[src/rtl/npc_pkg.sv]
// Shared decode constants for the RV32IM execute stage and the mdu FSM state type.
package npc_pkg;

  localparam logic [4:0] ALU_MUL   = 5'd17;
  localparam logic [4:0] ALU_MULH  = 5'd18;
  localparam logic [4:0] ALU_MULHU = 5'd19;
  localparam logic [4:0] ALU_DIV   = 5'd20;
  localparam logic [4:0] ALU_DIVU  = 5'd21;
  localparam logic [4:0] ALU_REM   = 5'd22;
  localparam logic [4:0] ALU_REMU  = 5'd23;

  typedef enum logic [1:0] {
    ST_IDLE = 2'd0,
    ST_CALC = 2'd1,
    ST_DONE = 2'd2
  } mdu_state_e;

  function automatic logic is_mdu_op(input logic [4:0] op);
    return (op >= ALU_MUL) && (op <= ALU_REMU);
  endfunction

  function automatic logic is_div_op(input logic [4:0] op);
    return (op >= ALU_DIV) && (op <= ALU_REMU);
  endfunction

endpackage

[src/rtl/mdu_core.sv]
// Iterative datapath shared by shift-add multiply and restoring divide.
// hi/lo form the 64-bit product, or remainder/quotient when dividing.
module mdu_core
  import npc_pkg::*;
(
  input  logic        clk,
  input  logic        rst,
  input  logic        load,
  input  logic        step,
  input  logic        is_div,
  input  logic [31:0] a,
  input  logic [31:0] b,
  output logic [31:0] hi_nxt,
  output logic [31:0] lo_nxt
);

  logic [31:0] hi_r;
  logic [31:0] lo_r;
  logic [31:0] b_r;
  logic        div_r;
  logic [32:0] sum_s;
  logic [32:0] shifted_s;
  logic [32:0] diff_s;

  // one iteration of either algorithm, chosen by the latched op kind
  always_comb begin
    sum_s     = {1'b0, hi_r} + (lo_r[0] ? {1'b0, b_r} : 33'd0);
    shifted_s = {hi_r, lo_r[31]};
    diff_s    = shifted_s - {1'b0, b_r};
    if (div_r) begin
      if (!diff_s[32]) begin
        hi_nxt = diff_s[31:0];
        lo_nxt = {lo_r[30:0], 1'b1};
      end else begin
        hi_nxt = shifted_s[31:0];
        lo_nxt = {lo_r[30:0], 1'b0};
      end
    end else begin
      hi_nxt = sum_s[32:1];
      lo_nxt = {sum_s[0], lo_r[31:1]};
    end
  end

  // working registers: load seeds them, step advances one iteration
  always_ff @(posedge clk) begin
    if (rst) begin
      hi_r  <= 32'd0;
      lo_r  <= 32'd0;
      b_r   <= 32'd0;
      div_r <= 1'b0;
    end else if (load) begin
      hi_r  <= 32'd0;
      lo_r  <= a;
      b_r   <= b;
      div_r <= is_div;
    end else if (step) begin
      hi_r  <= hi_nxt;
      lo_r  <= lo_nxt;
    end else begin
      hi_r  <= hi_r;
      lo_r  <= lo_r;
    end
  end

endmodule

[src/rtl/mdu.sv]
// RV32IM multiply/divide unit: handshake FSM, iteration counter,
// divide special cases and sign fixup around the iterative mdu_core.
module mdu
  import npc_pkg::*;
(
  input  logic        clk,
  input  logic        rst,
  input  logic        in_valid,
  output logic        in_ready,
  input  logic [4:0]  alu_op,
  input  logic [31:0] src1,
  input  logic [31:0] src2,
  input  logic        flush,
  output logic        out_valid,
  input  logic        out_ready,
  output logic [31:0] result,
  output logic        busy
);

  mdu_state_e  state_r;
  mdu_state_e  state_nxt_s;
  logic [5:0]  cnt_r;
  logic [4:0]  op_r;
  logic        neg_r;
  logic        sign1_r;
  logic [31:0] result_r;

  logic        accept_s;
  logic        signed_op_s;
  logic        sign1_s;
  logic        sign2_s;
  logic [31:0] mag1_s;
  logic [31:0] mag2_s;
  logic        div_zero_s;
  logic        ovf_s;
  logic        special_s;
  logic [31:0] special_val_s;
  logic        last_s;
  logic [31:0] hi_nxt_s;
  logic [31:0] lo_nxt_s;
  logic [63:0] prod_fix_s;
  logic [31:0] fix_s;

  assign in_ready  = (state_r == ST_IDLE) && !rst;
  assign out_valid = (state_r == ST_DONE);
  assign busy      = (state_r != ST_IDLE);
  assign result    = result_r;

  assign accept_s    = in_valid && in_ready && is_mdu_op(alu_op) && !flush;
  assign signed_op_s = (alu_op == ALU_MUL) || (alu_op == ALU_MULH) ||
                       (alu_op == ALU_DIV) || (alu_op == ALU_REM);
  assign sign1_s     = signed_op_s && src1[31];
  assign sign2_s     = signed_op_s && src2[31];
  assign mag1_s      = sign1_s ? (32'd0 - src1) : src1;
  assign mag2_s      = sign2_s ? (32'd0 - src2) : src2;
  assign div_zero_s  = is_div_op(alu_op) && (src2 == 32'd0);
  assign ovf_s       = ((alu_op == ALU_DIV) || (alu_op == ALU_REM)) &&
                       (src1 == 32'h8000_0000) && (src2 == 32'hFFFF_FFFF);
  assign special_s   = div_zero_s || ovf_s;
  assign last_s      = (state_r == ST_CALC) && (cnt_r == 6'd31);

  // dividend/multiplier goes in lo, divisor/multiplicand in the adder operand
  mdu_core u_core (
    .clk    (clk),
    .rst    (rst),
    .load   (accept_s),
    .step   (state_r == ST_CALC),
    .is_div (is_div_op(alu_op)),
    .a      (is_div_op(alu_op) ? mag1_s : mag2_s),
    .b      (is_div_op(alu_op) ? mag2_s : mag1_s),
    .hi_nxt (hi_nxt_s),
    .lo_nxt (lo_nxt_s)
  );

  // results that bypass iteration
  always_comb begin
    special_val_s = 32'hFFFF_FFFF;
    if (div_zero_s) begin
      if ((alu_op == ALU_REM) || (alu_op == ALU_REMU)) begin
        special_val_s = src1;
      end else begin
        special_val_s = 32'hFFFF_FFFF;
      end
    end else if (ovf_s) begin
      special_val_s = (alu_op == ALU_REM) ? 32'd0 : 32'h8000_0000;
    end else begin
      special_val_s = 32'hFFFF_FFFF;
    end
  end

  // sign fixup of the final iteration's value
  always_comb begin
    prod_fix_s = neg_r ? (64'd0 - {hi_nxt_s, lo_nxt_s}) : {hi_nxt_s, lo_nxt_s};
    case (op_r)
      ALU_MUL:            fix_s = prod_fix_s[31:0];
      ALU_MULH, ALU_MULHU: fix_s = prod_fix_s[63:32];
      ALU_DIV:            fix_s = neg_r ? (32'd0 - lo_nxt_s) : lo_nxt_s;
      ALU_REM:            fix_s = sign1_r ? (32'd0 - hi_nxt_s) : hi_nxt_s;
      ALU_REMU:           fix_s = hi_nxt_s;
      default:            fix_s = lo_nxt_s;
    endcase
  end

  // next-state logic; flush overrides every transition
  always_comb begin
    state_nxt_s = state_r;
    case (state_r)
      ST_IDLE: begin
        if (accept_s) begin
          state_nxt_s = special_s ? ST_DONE : ST_CALC;
        end else begin
          state_nxt_s = ST_IDLE;
        end
      end
      ST_CALC: state_nxt_s = (cnt_r == 6'd31) ? ST_DONE : ST_CALC;
      ST_DONE: state_nxt_s = out_ready ? ST_IDLE : ST_DONE;
      default: state_nxt_s = ST_IDLE;
    endcase
    if (flush) begin
      state_nxt_s = ST_IDLE;
    end else begin
      state_nxt_s = state_nxt_s;
    end
  end

  // state, counter, latched operation context and result register
  always_ff @(posedge clk) begin
    if (rst) begin
      state_r  <= ST_IDLE;
      cnt_r    <= 6'd0;
      op_r     <= 5'd0;
      neg_r    <= 1'b0;
      sign1_r  <= 1'b0;
      result_r <= 32'd0;
    end else begin
      state_r <= state_nxt_s;
      cnt_r   <= ((state_r == ST_CALC) && !flush) ? (cnt_r + 6'd1) : 6'd0;
      if (accept_s) begin
        op_r    <= alu_op;
        neg_r   <= sign1_s ^ sign2_s;
        sign1_r <= sign1_s;
      end
      if (accept_s && special_s) begin
        result_r <= special_val_s;
      end else if (last_s && !flush) begin
        result_r <= fix_s;
      end
    end
  end

endmodule

[config.mk]
export PLATFORM = sky130hd
export DESIGN_NAME = mdu
export DESIGN_NICKNAME = d
export VERILOG_FILES = /design/src/rtl/npc_pkg.sv /design/src/rtl/mdu_core.sv /design/src/rtl/mdu.sv
export SDC_FILE = /design/constraint.sdc
export NUM_CORES = 1
export LEC_CHECK = 0
export ABC_AREA = 1
export BUFFER_PORTS_ARGS = -buffer_cell sky130_fd_sc_hd__buf_2
export CAP_MARGIN = 20
export CORE_UTILIZATION = 26
export CTS_CLUSTER_DIAMETER = 50
export DETAILED_ROUTE_END_ITERATION = 8
export PLACE_DENSITY = 0.46
export SYNTH_ARGS = -nofsm -noshare
export SYNTH_HDL_FRONTEND = slang
export SYNTH_HIERARCHICAL = 1
export SYNTH_SLANG_ARGS = --single-unit
[constraint.sdc]
create_clock -name clk -period 6.25 [get_ports clk]
set_input_delay 1.25 -clock clk [delete_from_list [all_inputs] [get_ports clk]]
set_output_delay 1.25 -clock clk [all_outputs]
set_load 0.02 [all_outputs]
# --- After elaboration in Yosys (flattened, before gate mapping) ---
# Cells that the tools add are included.
totals:
  output_inout_bits: 35
  regBits: 144
  input_bits: 74
  word_cells: 97
op_classes:
  addsub: 8
  muxes: 26
  n_lt_le_gt_ge: 3
  n_bitwise: 2
  reduce_logical: 32
  n_eq_ne: 16
ops:
  columns: ["operator", "n"]
  rows:
  - ["$mux 32", 18]
  - ["$pmux 32 s5", 1]
  - ["$sub 1x32->32 const A", 4]
  - ["$eq 32x32->1 const B", 2]
  - ["$mux 64", 1]
  - ["$sub 1x64->64 const A", 1]
  - ["$eq 5x5->1 const B", 11]
  - ["$add 32x33->33", 1]
  - ["$sub 33x32->33", 1]
  - ["$logic_not 32->1", 1]
  - ["$logic_and 1x1->1", 15]
  - ["$ge 5x5->1 const B", 2]
  - ["$mux 2", 4]
  - ["$reduce_or 2->1", 4]
  - ["$add 6x1->6 const B", 1]
  - ["$eq 6x5->1 const B", 1]
  - ["$logic_or 1x1->1", 6]
  - ["$pmux 2 s3", 1]
  - ["$reduce_bool 2->1", 3]
  - ["$le 5x5->1 const B", 1]
  - ["$eq 2x1->1 const B", 1]
  - ["$eq 2x2->1 const B", 1]
  - ["$logic_not 1->1", 2]
  - ["$logic_not 2->1", 1]
  - ["other kinds (3)", 3]

# --- Logic depth before layout (Yosys ltp) ---
logic_depth:
  ltp_word: 8
  depth_mapped: 33
  depth_no_buf: 32

# --- Modules after synthesis ---
# Netlist, hierarchy kept.
modules_own_cells:
  columns: ["mod", "cells_each", "seq_area_each_um2", "n_inst", "area_each_um2"]
  rows:
  - ["mdu_core", 1736, 1941.9, 1, 9699.3]
  - ["mdu", 1779, 940.9, 1, 8939.8]

# --- Worst setup path after synthesis ---
# OpenSTA, ideal clock, no wires.
synth_path:
  path_type: "flip-flop to flip-flop"
  from: "register u_core.lo_r[0]"
  to: "register result_r[28] (netlist: result[28])"
  path_slack_ps: 2795
  path_buffers: 2
  period_less_slack_ps: 3455
  arrival_ps: 3336
  required_ps: 6131
  setup_time_ps: 119
  path_stages_with_launch: 28
  cell_sequence: "dfxtp_1 clkbuf_1 clkbuf_1 nand2_1 inv_1 ha_1 fa_1 nand2_1 a21oi_1 a21boi_0 o21ai_0 a21oi_1 o21ai_0 nand2_1 nor2_1 inv_1 nor2_1 nand2_1 nor2_1 nand2_1 nand2_1 nand2_1 nand3_1 nand2_1 nor2_1 nand2_1 nand2_1 a21oi_1"
synth_via:
  elab_chain_len: 8
  word_cells_on_any_way: 13
  classes_between: "add/sub (4); mux (9)"
synth_rtl:
  columns: ["item", "line", "rtl"]
  rows:
  - ["start: declaration", "mdu_core.sv:18", "logic [31:0] lo_r;"]
  - ["start signal: assignment", "mdu_core.sv:58", "lo_r <= lo_nxt;"]
  - ["start signal: assignment", "mdu_core.sv:61", "lo_r <= lo_r;"]
  - ["$mux 32 *", "mdu_core.sv:27", "sum_s = {1'b0, hi_r} + (lo_r[0] ? {1'b0, b_r} : 33'd0);"]
  - ["$add 32x33->33 *", "mdu_core.sv:27", null]
  - ["$mux 32 *", "mdu_core.sv:30", "if (div_r) begin"]
  - ["named net hi_nxt_s[13]", "mdu.sv:39", "logic [31:0] hi_nxt_s;"]
  - ["$sub 1x64->64 or $sub 1x32->32 (tied branches)", "mdu.sv:93, mdu.sv:98", null]
  - ["$mux 64 or $mux 32 (tied branches)", "mdu.sv:93, mdu.sv:98", null]
  - ["$pmux 32 s5 *", "mdu.sv:94", "case (op_r)"]
  - ["$mux 32 *", "mdu.sv:145", "end else if (last_s && !flush) begin"]
  - ["$mux 32 *", "mdu.sv:143", "if (accept_s && special_s) begin"]
  - ["end signal: assignment", "mdu.sv:144", "result_r <= special_val_s;"]
  - ["end signal: assignment", "mdu.sv:146", "result_r <= fix_s;"]
  - ["end: declaration", "mdu.sv:26", "logic [31:0] result_r;"]
# Mark *: on every way through the listed nets, which the timed path passes. The rest lies on a longest branch. The select of a mux whose other input is x is not followed.
# A chain may end at the register's enable or synchronous reset.

# --- Final worst setup path ---
layout_path:
  from: "register u_core.lo_r[31]"
  to: "register result_r[12] (netlist: result[12])"
layout_via:
  elab_chain_len: 8
  word_cells_on_any_way: 14
  classes_between: "add/sub (4); mux (10)"
layout_rtl:
  columns: ["item", "line", "rtl"]
  rows:
  - ["$sub 33x32->33", "mdu_core.sv:29", "diff_s = shifted_s - {1'b0, b_r};"]
  - ["$mux 32 *", "mdu_core.sv:31", "if (!diff_s[32]) begin"]
  - ["$mux 32 *", "mdu_core.sv:30", null]
  - ["named net hi_nxt_s[0]", "mdu.sv:39", null]
  - ["$sub 1x64->64 or $sub 1x32->32 (tied branches)", "mdu.sv:93, mdu.sv:98", null]
  - ["$mux 64 or $mux 32 (tied branches)", "mdu.sv:93, mdu.sv:98", null]
  - ["$pmux 32 s5 *", "mdu.sv:94", null]
  - ["$mux 32 *", "mdu.sv:145", null]
  - ["$mux 32 *", "mdu.sv:143", null]
# Marked as above.

==> flow_summary.json <==
{
  "synth_cell_types": 51,
  "worst_ep_required_time_ps": 6650,
  "htree_levels": 4,
  "holdWs_ps": 449,
  "clk_latency_ps": 470,
  "fin_crit_ps": 4730,
  "fin_nets": 3702,
  "critPathKind": "flop to flop",
  "grt_pass1_vias": 20302,
  "area_delta_synth_final_pct": 10.8,
  "critical_path_buf_inv_count": 3,
  "timing.slew.headroom": 0.250,
  "crit_path_top_delay_cell": "fa_1",
  "peakVddDrop_mv": 0.141,
  "synth_top_cell_area_share": 0.230,
  "synth-async-reset-ratio": 0,
  "cellLeakagePower_nw": 10.7,
  "setup.worst_path.start_class": "flop",
  "insertedDiodeCount": 0,
  "slew_violations": 0,
  "yosysWarnings": 6,
  "rows": 97,
  "syn_inst": 3515,
  "die_w_um": 270,
  "critPathMaxStageDelay_ps": 400,
  "dr.pass1.iters": 6,
  "cp_max_fo": 33,
  "status": "finished clean",
  "synth_nets": 3661,
  "wl_per_cell_um": 19.8,
  "drive_gt1_frac": 0.0849,
  "initial_utilization": 0.264,
  "fin_setup_tns_ps": 0,
  "hold_viol_final": 0,
  "tightest_slew_ps": 1110,
  "syn_area_um2": 18600,
  "grt_max_degree": 86,
  "crit_path_start": "u_core/lo_r[31]",
  "r2r_start": "u_core/lo_r[31]",
  "drt-initial-drc-count": 2188,
  "track_usage": 0.237,
  "drv_cap": 0,
  "seq_area_frac_synth": 0.155,
  "post_cts_resized": 0,
  "clk_pin_slew_ps": 70,
  "cp_num_cells": 29,
  "clkSinkCount": 144,
  "dpl.hpwl_um": 72100,
  "design_area_um2": 20600,
  "routed_via_density": 4.98,
  "reg2regPathDepth": 29,
  "cp.arrival_ps": 5130,
  "place_area_um2": 20000,
  "portBuffers": 108,
  "holdBufCountCts": 0,
  "setup_viol_count_final": 0,
  "worstReg2RegEnd": "result[12]",
  "post-cts-setup-buffers": 0,
  "synth_edf_count": 0,
  "coreArea_um2": 70500,
  "gp_congestion": 0.963,
  "overflow": 0,
  "antenna_found_initial": 0,
  "ys_top_cells_by_area": "nand2_1 (23%), dfxtp_1 (15%), inv_1 (9.6%)",
  "fmax_mhz": 212,
  "critPathCapture": "result[12]",
  "synth_top_area_cell": "nand2_1",
  "numCtsBuffers": 17,
  "routed-via-count": 22476,
  "ys.flop_type": "dfxtp_1",
  "synth_seq_cells": 144,
  "grt_pass1_wl_um": 131000,
  "rsz0062_at_grt": "false",
  "routed_wl_um": 89200,
  "layout_commonest_cell": "nand2_1",
  "crit_top_cell": "nand2_1",
  "synth.avg_cell_area_um2": 5.30,
  "reg2reg_setup_slack_ps": 1520,
  "cts_root_buf": "clkbuf_16",
  "ios": 109,
  "powerDensity_nw_per_um2": 148,
  "clock_skew_ps": 14.1,
  "end_kind": "flop",
  "cts_tree": "yes",
  "die_area_um2": 72800,
  "die_h_um": 270,
  "ant_nets": 0,
  "hold_path_class": "flop to flop",
  "critPathTopFamily": "simple AND/OR/NAND/NOR gates",
  "fin_crit_sh": 0.756,
  "drc": 0,
  "final_cell_mix": "nand2_1 (1143), inv_1 (476), nor2_1 (461), nand3_1 (326), a21oi_1 (188)",
  "cts_max_path_buffers": 2
}
cells in the mapped netlist (30+ instances only):
master	count
nand4_1	30
clkbuf_1	58
nand2_1	1143
a21oi_1	189
xor2_1	58
a211oi_1	33
nand3_1	326
o21ai_0	181
inv_1	477
a31oi_1	38
nor2_1	465
ha_1	70
dfxtp_1	144
kinds of logic after synthesis:
group | share of synthesized area
DFF | 0.155
adders and majority gates | 0.0491
AOI/OAI and AO/OA | 0.156
and+or+nand+nor | 0.471
buffers and inverters | 0.133
xor gates and xnor gates | 0.0362
report_power, final:
part | leakage (nW) | switching (mW) | total [mW] | internal (mW)
sequential | 1.16 | 0.00888 | 0.936 | 0.927
clock | 0.292 | 0.496 | 1.10 | 0.601
combinational | 9.22 | 0.742 | 1.02 | 0.282
metal layers:
metal | vias to the layer above | routed length (µm) | track usage
met5 | - | 0 | 0
met4 | 0 | 1960 | 0.0603
met3 | 89 | 5410 | 0.0265
met2 | 788 | 38900 | 0.369
met1 | 10373 | 43000 | 0.345
li1 | 11226 | - | -
layout make-up:
class                   count  area [µm²]
clock buffers              17         425
clock inverters            15         175
fillers                  8197       49900
inverters                 496        1860
multi-input cells        2754       13300
flip-flops and latches    144        2890
well taps                 940        1180
repair buffers            143         816
state kept, by name, indices dropped and copies added, names as in the netlist:
| signal | count |
|---|---|
| u_core/hi_r | 32 |
| op_r | 5 |
| neg_r | 1 |
| state_r | 2 |
| u_core/b_r | 32 |
| sign1_r | 1 |
| u_core/div_r | 1 |
| result | 32 |
| cnt_r | 6 |
| u_core/lo_r | 32 |
through the flow:
stage	util	power [mW]	setup slack, ps	cells
6_report	0.293	3.06	1520	4509
5_1_grt	0.293	3.21	1100	4509
4_1_cts	0.293	3.07	1590	4507
3_5_place_dp	0.284	1.96	1630	4475
3_3_place_gp	0.284	1.96	1610	4475
2_1_floorplan	-	1.66	2790	3515
worst min-delay path by stage:
| stage | start | depth (start not counted) | end | slack (ps) |
|---|---|---|---|---|
| after floorplan | cnt_r[0] | 1 | cnt_r[0] | 420 |
| after global placement | cnt_r[0] | 1 | cnt_r[0] | 430 |
| after detailed placement | cnt_r[0] | 1 | cnt_r[0] | 450 |
| after CTS | cnt_r[0] | 1 | cnt_r[0] | 460 |
| after global routing | cnt_r[0] | 1 | cnt_r[0] | 490 |
| final | cnt_r[0] | 1 | cnt_r[0] | 450 |
worst register-to-register path: cells and delay by family (launching register included):
| family | cells | cell delay, ps |
|---|---|---|
| and+or+nand+nor | 21 | 2580 |
| adders and majority gates | 3 | 920 |
| AOI/OAI and AO/OA | 2 | 450 |
| buffers and inverters | 3 | 380 |
| DFF | 1 | 340 |
(Power assumes the default switching activity.)
